<file path="src/rtl/x2050_ms.sv">
// Main-storage control for the x2050 datapath: decodes storage microorders and runs one
// Wishbone pipelined master beat per request, returning read data and stalling the ROS.
module x2050_ms #(
    parameter int unsigned DW = 32,
    parameter int unsigned AW = 30,
    parameter int unsigned XW = 25
) (
    input  logic          clk,
    input  logic          rst,
    output logic          o_wb_cyc,
    output logic          o_wb_stb,
    output logic          o_wb_we,
    output logic [AW-1:0] o_wb_addr,
    output logic [DW-1:0] o_wb_data,
    output logic [3:0]    o_wb_sel,
    input  logic          i_wb_stall,
    input  logic          i_wb_ack,
    input  logic          i_wb_err,
    input  logic [DW-1:0] i_wb_data,
    input  logic [4:0]    i_tr,
    input  logic [2:0]    i_iv,
    input  logic [3:0]    i_wm,
    input  logic [5:0]    i_ab,
    input  logic [4:0]    i_al,
    input  logic [5:0]    i_ss,
    input  logic [23:0]   i_nextiar,
    input  logic [31:0]   i_t_reg,
    input  logic [3:0]    i_bs_reg,
    input  logic          i_ros_clock_on,
    input  logic          i_io_mode,
    output logic          o_ms_busy,
    output logic          o_data_stall,
    output logic          o_data_ready,
    output logic [DW-1:0] o_data_read
);

    typedef enum logic [1:0] {StIdle, StReq, StWait, StDone} state_e;

    state_e          state_q, state_d;
    logic [23:0]     sar_q, sar_d;
    logic            cyc_q, cyc_d, stb_q, stb_d, we_q, we_d;
    logic [AW-1:0]   addr_q, addr_d;
    logic [DW-1:0]   data_q, data_d;
    logic [3:0]      sel_q, sel_d;
    logic [DW-1:0]   rdata_q, rdata_d;
    logic            ready_q, ready_d;
    logic            err_q, err_d;

    logic            is_read, is_write, consume, new_req, accept, read_pending, beat_end;
    logic [23:0]     req_sar;
    logic [AW-1:0]   main_addr, local_addr, req_addr;
    logic            unused_ok;

    // tr decodes first; an instruction fetch only applies when tr names no storage action.
    assign is_read  = (i_tr == 5'd9) || ((i_tr != 5'd12) && (i_iv == 3'd4));
    assign is_write = (i_tr == 5'd12);
    assign consume  = (i_tr == 5'd4);
    assign new_req  = is_read || is_write;

    assign req_sar = (i_tr == 5'd9) ? i_t_reg[23:0] : (is_read ? i_nextiar : sar_q);

    always_comb begin
        main_addr        = '0;
        main_addr[21:0]  = req_sar[23:2];
        local_addr       = '0;
        local_addr[XW]   = 1'b1;
        local_addr[9:0]  = req_sar[11:2];
        req_addr         = i_io_mode ? local_addr : main_addr;
    end

    assign o_ms_busy    = (state_q != StIdle);
    assign read_pending = o_ms_busy && !we_q && !ready_q;
    assign o_data_stall = !rst && ((consume && read_pending) || (new_req && o_ms_busy));
    assign accept       = i_ros_clock_on && !o_data_stall;

    // A stalled beat may not complete even if the slave flags ack/err alongside it.
    assign beat_end = ((state_q == StReq && !i_wb_stall) || state_q == StWait)
                      && (i_wb_ack || i_wb_err);

    always_comb begin
        state_d = state_q;
        sar_d   = sar_q;
        cyc_d   = cyc_q;
        stb_d   = stb_q;
        we_d    = we_q;
        addr_d  = addr_q;
        data_d  = data_q;
        sel_d   = sel_q;
        rdata_d = rdata_q;
        ready_d = ready_q;
        err_d   = err_q;

        if (accept && consume) begin
            ready_d = 1'b0;
        end

        unique case (state_q)
            StIdle: begin
                if (accept && new_req) begin
                    state_d = StReq;
                    cyc_d   = 1'b1;
                    stb_d   = 1'b1;
                    err_d   = 1'b0;
                    addr_d  = req_addr;
                    if (is_read) begin
                        sar_d   = req_sar;
                        we_d    = 1'b0;
                        sel_d   = 4'hF;
                        ready_d = 1'b0;
                    end else begin
                        we_d   = 1'b1;
                        sel_d  = (i_bs_reg == 4'h0) ? 4'hF : i_bs_reg;
                        data_d = i_t_reg;
                    end
                end
            end
            StReq: begin
                if (!i_wb_stall) begin
                    stb_d = 1'b0;
                    if (i_wb_ack || i_wb_err) begin
                        state_d = StDone;
                        cyc_d   = 1'b0;
                    end else begin
                        state_d = StWait;
                    end
                end
            end
            StWait: begin
                if (i_wb_ack || i_wb_err) begin
                    state_d = StDone;
                    cyc_d   = 1'b0;
                end
            end
            StDone: begin
                state_d = StIdle;
            end
            default: state_d = StIdle;
        endcase

        if (beat_end) begin
            err_d = i_wb_err && !i_wb_ack;
            if (!we_q) begin
                ready_d = 1'b1;
                rdata_d = i_wb_ack ? i_wb_data : '0;
            end
        end
    end

    always_ff @(posedge clk) begin
        if (rst) begin
            state_q <= StIdle;
            sar_q   <= '0;
            cyc_q   <= 1'b0;
            stb_q   <= 1'b0;
            we_q    <= 1'b0;
            addr_q  <= '0;
            data_q  <= '0;
            sel_q   <= 4'h0;
            rdata_q <= '0;
            ready_q <= 1'b0;
            err_q   <= 1'b0;
        end else begin
            state_q <= state_d;
            sar_q   <= sar_d;
            cyc_q   <= cyc_d;
            stb_q   <= stb_d;
            we_q    <= we_d;
            addr_q  <= addr_d;
            data_q  <= data_d;
            sel_q   <= sel_d;
            rdata_q <= rdata_d;
            ready_q <= ready_d;
            err_q   <= err_d;
        end
    end

    assign o_wb_cyc     = cyc_q;
    assign o_wb_stb     = stb_q;
    assign o_wb_we      = we_q;
    assign o_wb_addr    = addr_q;
    assign o_wb_data    = data_q;
    assign o_wb_sel     = sel_q;
    assign o_data_ready = ready_q;
    assign o_data_read  = rdata_q;

    // Reserved ROS fields and the error flag have no consumer in this block yet.
    assign unused_ok = ^{i_wm, i_ab, i_al, i_ss, err_q, req_sar[1:0]};

endmodule

</file>
<file path="config.mk">
export PLATFORM = sky130hd
export DESIGN_NAME = x2050_ms
export DESIGN_NICKNAME = d
export VERILOG_FILES = /design/src/rtl/x2050_ms.sv
export SDC_FILE = /design/constraint.sdc
export NUM_CORES = 1
export LEC_CHECK = 0
export CAP_MARGIN = 20
export CORE_ASPECT_RATIO = 0.6
export CORE_UTILIZATION = 37
export CTS_BUF_LIST = sky130_fd_sc_hd__clkbuf_8 sky130_fd_sc_hd__clkbuf_16
export DETAILED_ROUTE_END_ITERATION = 7
export HOLD_SLACK_MARGIN = 0.1
export PLACE_DENSITY = 0.74
export SYNTH_ARGS = -nofsm -noshare
export SYNTH_HDL_FRONTEND = slang
export SYNTH_SLANG_ARGS = --single-unit
</file>
<file path="constraint.sdc">
create_clock -name clk -period 2 [get_ports clk]
set_input_delay 0.3 -clock clk [delete_from_list [all_inputs] [get_ports clk]]
set_output_delay 0.3 -clock clk [all_outputs]
set_load 0.01 [all_outputs]
</file>
==> run metrics <==
total congestion overflow=0; Detailed Place HPWL=11090 µm; WL per Instance=16.87 µm; commonest non-fill, non-tap cell in the layout=clkdlybuf4s50_1; Final ANT Viol Nets=0; routed vias=5030; clock sink total=119; Initial Util=38.03%; Post-synth ARST share=0%; Fin. Hold Viols=0; Total Wirelength=16040 µm; die height=91.17 µm; Crit Path Class=in -> reg; largest net degree at the start of global routing=78; pwr dens=874.8 nW/µm²; DRT Pass-1 Iters=8; I/O pins=232; nature of the critical path endpoint=flip-flop; Tightest Pin Transition=810.8 ps; Max transition margin=45.95%; max-slew violations=0; Global Route Usage Sum=23.54%; Post-synth EDFFs=0; most frequent cells in the layout=194 x clkdlybuf4s50_1, 117 x dfxtp_1, 93 x nand2_1; period utilisation layout=97.12%; worst min path class=reg -> reg; P&R area growth vs syn=61.01%; synth warn=0; Max Cap Violations=0; maximum operating frequency=514.8 MHz; slowest CP cell=clkdlybuf4s50_1; CP Data Arrival Time=2190 ps; Seq/Total Area, Yosys=48.58%; die width=150.6 µm; Post-CTS Hold Fix Bufs=0; CTS tree=yes; RD Place Congestion=0.8780; Die Area=13730 µm²; post-synthesis register bit count=119; reg-to-reg slack, setup=150 ps; initial antenna violation count=0; first-pass GRT wire length=25190 µm; setup_tns=0 ps; startpoint types=input pin; vias in the first global route=4938; Layout Skew=8.481 ps; Final nets=901; Post-Layout Cell Count=951; Synth cell types=42; Critical Path Fanout Max=25; drt drc=2; IO Port Bufs=201; violated checks=design-rule violations; min Tclk post-route=1942 ps; ys flop type=dfxtp_1; share of cells above drive strength 1=10.88%; status=finished with violations; synthesized area=4903 µm²; Clock Path Buffers=2; H-tree depth=4; synthesized instance count=560; drt via density=5.289; initial drt markers=397; Reg clk slew, reported paths=60 ps; Diodes inserted=0; CTS Buf Count=17; data required time of the worst path=2250 ps; CORE AREA=12890 µm²; highest cell delay on the worst timing path=420 ps; leakage power=2.805 nW; Peak VDD IR=0.5178 mV; FP Rows=32; clock latency on the worst-skew pair=400 ps; root buffer cell=clkbuf_16; mean post-synth cell area=8.756 µm²; Placed Instances=916; # fillers=1086; Final setup viols=0; worst path cell trace=clkdlybuf4s50_1 > nand2b_4 > buf_4 > o21a_1 > buf_12 > and3_4 > clkbuf_4 > a222oi_1 > nor2_1
-- worst max-delay path: cells and delay by family --
family | cells | cell delay [ps]
buffers and inverters | 4 | 940
and+or+nand+nor | 3 | 490
AOI/OAI and AO/OA | 2 | 450
-- sequential cells by signal (all words and copies together), names as in the netlist --
signal,cells
sar_q,22
o_data_ready,1
state_q,2
o_wb_we,1
o_wb_stb,1
o_wb_cyc,1
o_wb_addr,23
o_wb_data,32
o_wb_sel,4
o_data_read,32
-- logic make-up (layout without fill, tap and decap cells) --
kind of cell | Yosys count | after routing | synth area share (%)
DFF | 119 | 119 | 48.58
other | 1 | 7 | 0.07648
muxes | 23 | 23 | 4.695
and+or+nand+nor | 201 | 202 | 16.89
xor gates and xnor gates | 1 | 1 | 0.1786
adders and majority gates | 3 | 3 | 0.7656
buffers and inverters | 58 | 272 | 6.073
AOI/OAI and AO/OA | 154 | 154 | 22.74
-- layer usage --
layer / track usage, % / up-vias / wire length [µm]
li1: - / 2395 / -
met1: 30.85 / 2390 / 7139
met2: 37.14 / 236 / 7210
met3: 7.437 / 9 / 1612
met4: 6.250 / 0 / 82
met5: 0 / - / 0
-- what timing repair did --
item | 4_1_cts | 5_1_grt
gates resized for setup | 9 | 12
buffers inserted | 0 | 4
gates cloned | 1 | 0
pin swaps | 1 | 3
setup endpoints to repair | 5 | 24
-- power breakdown --
part / internal (mW) / switching, mW
sequential: 2.51 / 0.0818
combinational: 0.693 / 0.640
clock: 1.94 / 1.04
total: 5.15 / 1.76
-- area by class of cell --
cell class | instances | area [µm²] | area share (%)
repair buffers | 237 | 2384 | 30.19
clock inverters | 9 | 101.3 | 1.284
multi-input cells | 390 | 2313 | 29.30
flip-flops and latches | 119 | 2385 | 30.21
clock buffers | 21 | 480.5 | 6.086
inverters | 5 | 18.77 | 0.2377
well taps | 170 | 212.7 | 2.694
-- path summary, 6_finish.rpt --
path / startpoint / to / cells after the start
setup / recovery: i_tr[0] / sar_q[10]$_SDFFE_PP0P_ / 9
hold / removal: o_wb_data[31]$_SDFFE_PP0P_ / o_wb_data[31]$_SDFFE_PP0P_ / 2
setup reg to reg: state_q[1]$_SDFFE_PP0P_ / o_wb_data[24]$_SDFFE_PP0P_ / 8
hold reg to reg: o_wb_data[31]$_SDFFE_PP0P_ / o_wb_data[31]$_SDFFE_PP0P_ / 2
-- cells in the mapped netlist, types with 2 or more instances --
| library cell | count | area [µm²] |
|---|---|---|
| nor2b_1 | 2 | 12.51 |
| a211o_1 | 10 | 87.58 |
| a21oi_1 | 61 | 305.3 |
| nand2_1 | 93 | 349.1 |
| o21ai_0 | 2 | 10.01 |
| o211ai_1 | 2 | 15.01 |
| dfxtp_1 | 119 | 2382 |
| a2111o_1 | 12 | 135.1 |
| nor3b_1 | 2 | 15.01 |
| nor2_1 | 87 | 326.6 |
| o21a_1 | 3 | 22.52 |
| mux2i_1 | 23 | 230.2 |
| ha_1 | 3 | 37.54 |
| clkbuf_1 | 32 | 120.1 |
| and2_1 | 2 | 12.51 |
| inv_1 | 5 | 18.77 |
| buf_2 | 7 | 35.03 |
| nand2b_1 | 5 | 31.28 |
| buf_6 | 3 | 33.78 |
| a22oi_1 | 32 | 240.2 |
| o22ai_1 | 4 | 25.02 |
| a222oi_1 | 22 | 220.2 |
| buf_4 | 10 | 75.07 |
-- through the flow --
step                cell area, µm²  power (mW)  util (%)  hold slack (ps)  setup slack (ps)
floorplan                     4926       3.239         -            436.0             164.5
global placement              7224       3.897     56.04            442.2            -474.6
detailed placement            7224       3.938     56.04            447.1            -469.6
CTS                           7821       6.938     60.67            448.6             2.434
global route                  7895       7.214     61.24            463.7           -0.2547
finish                        7895       6.906     61.24            452.7             57.58
(Power assumes the default switching activity.)
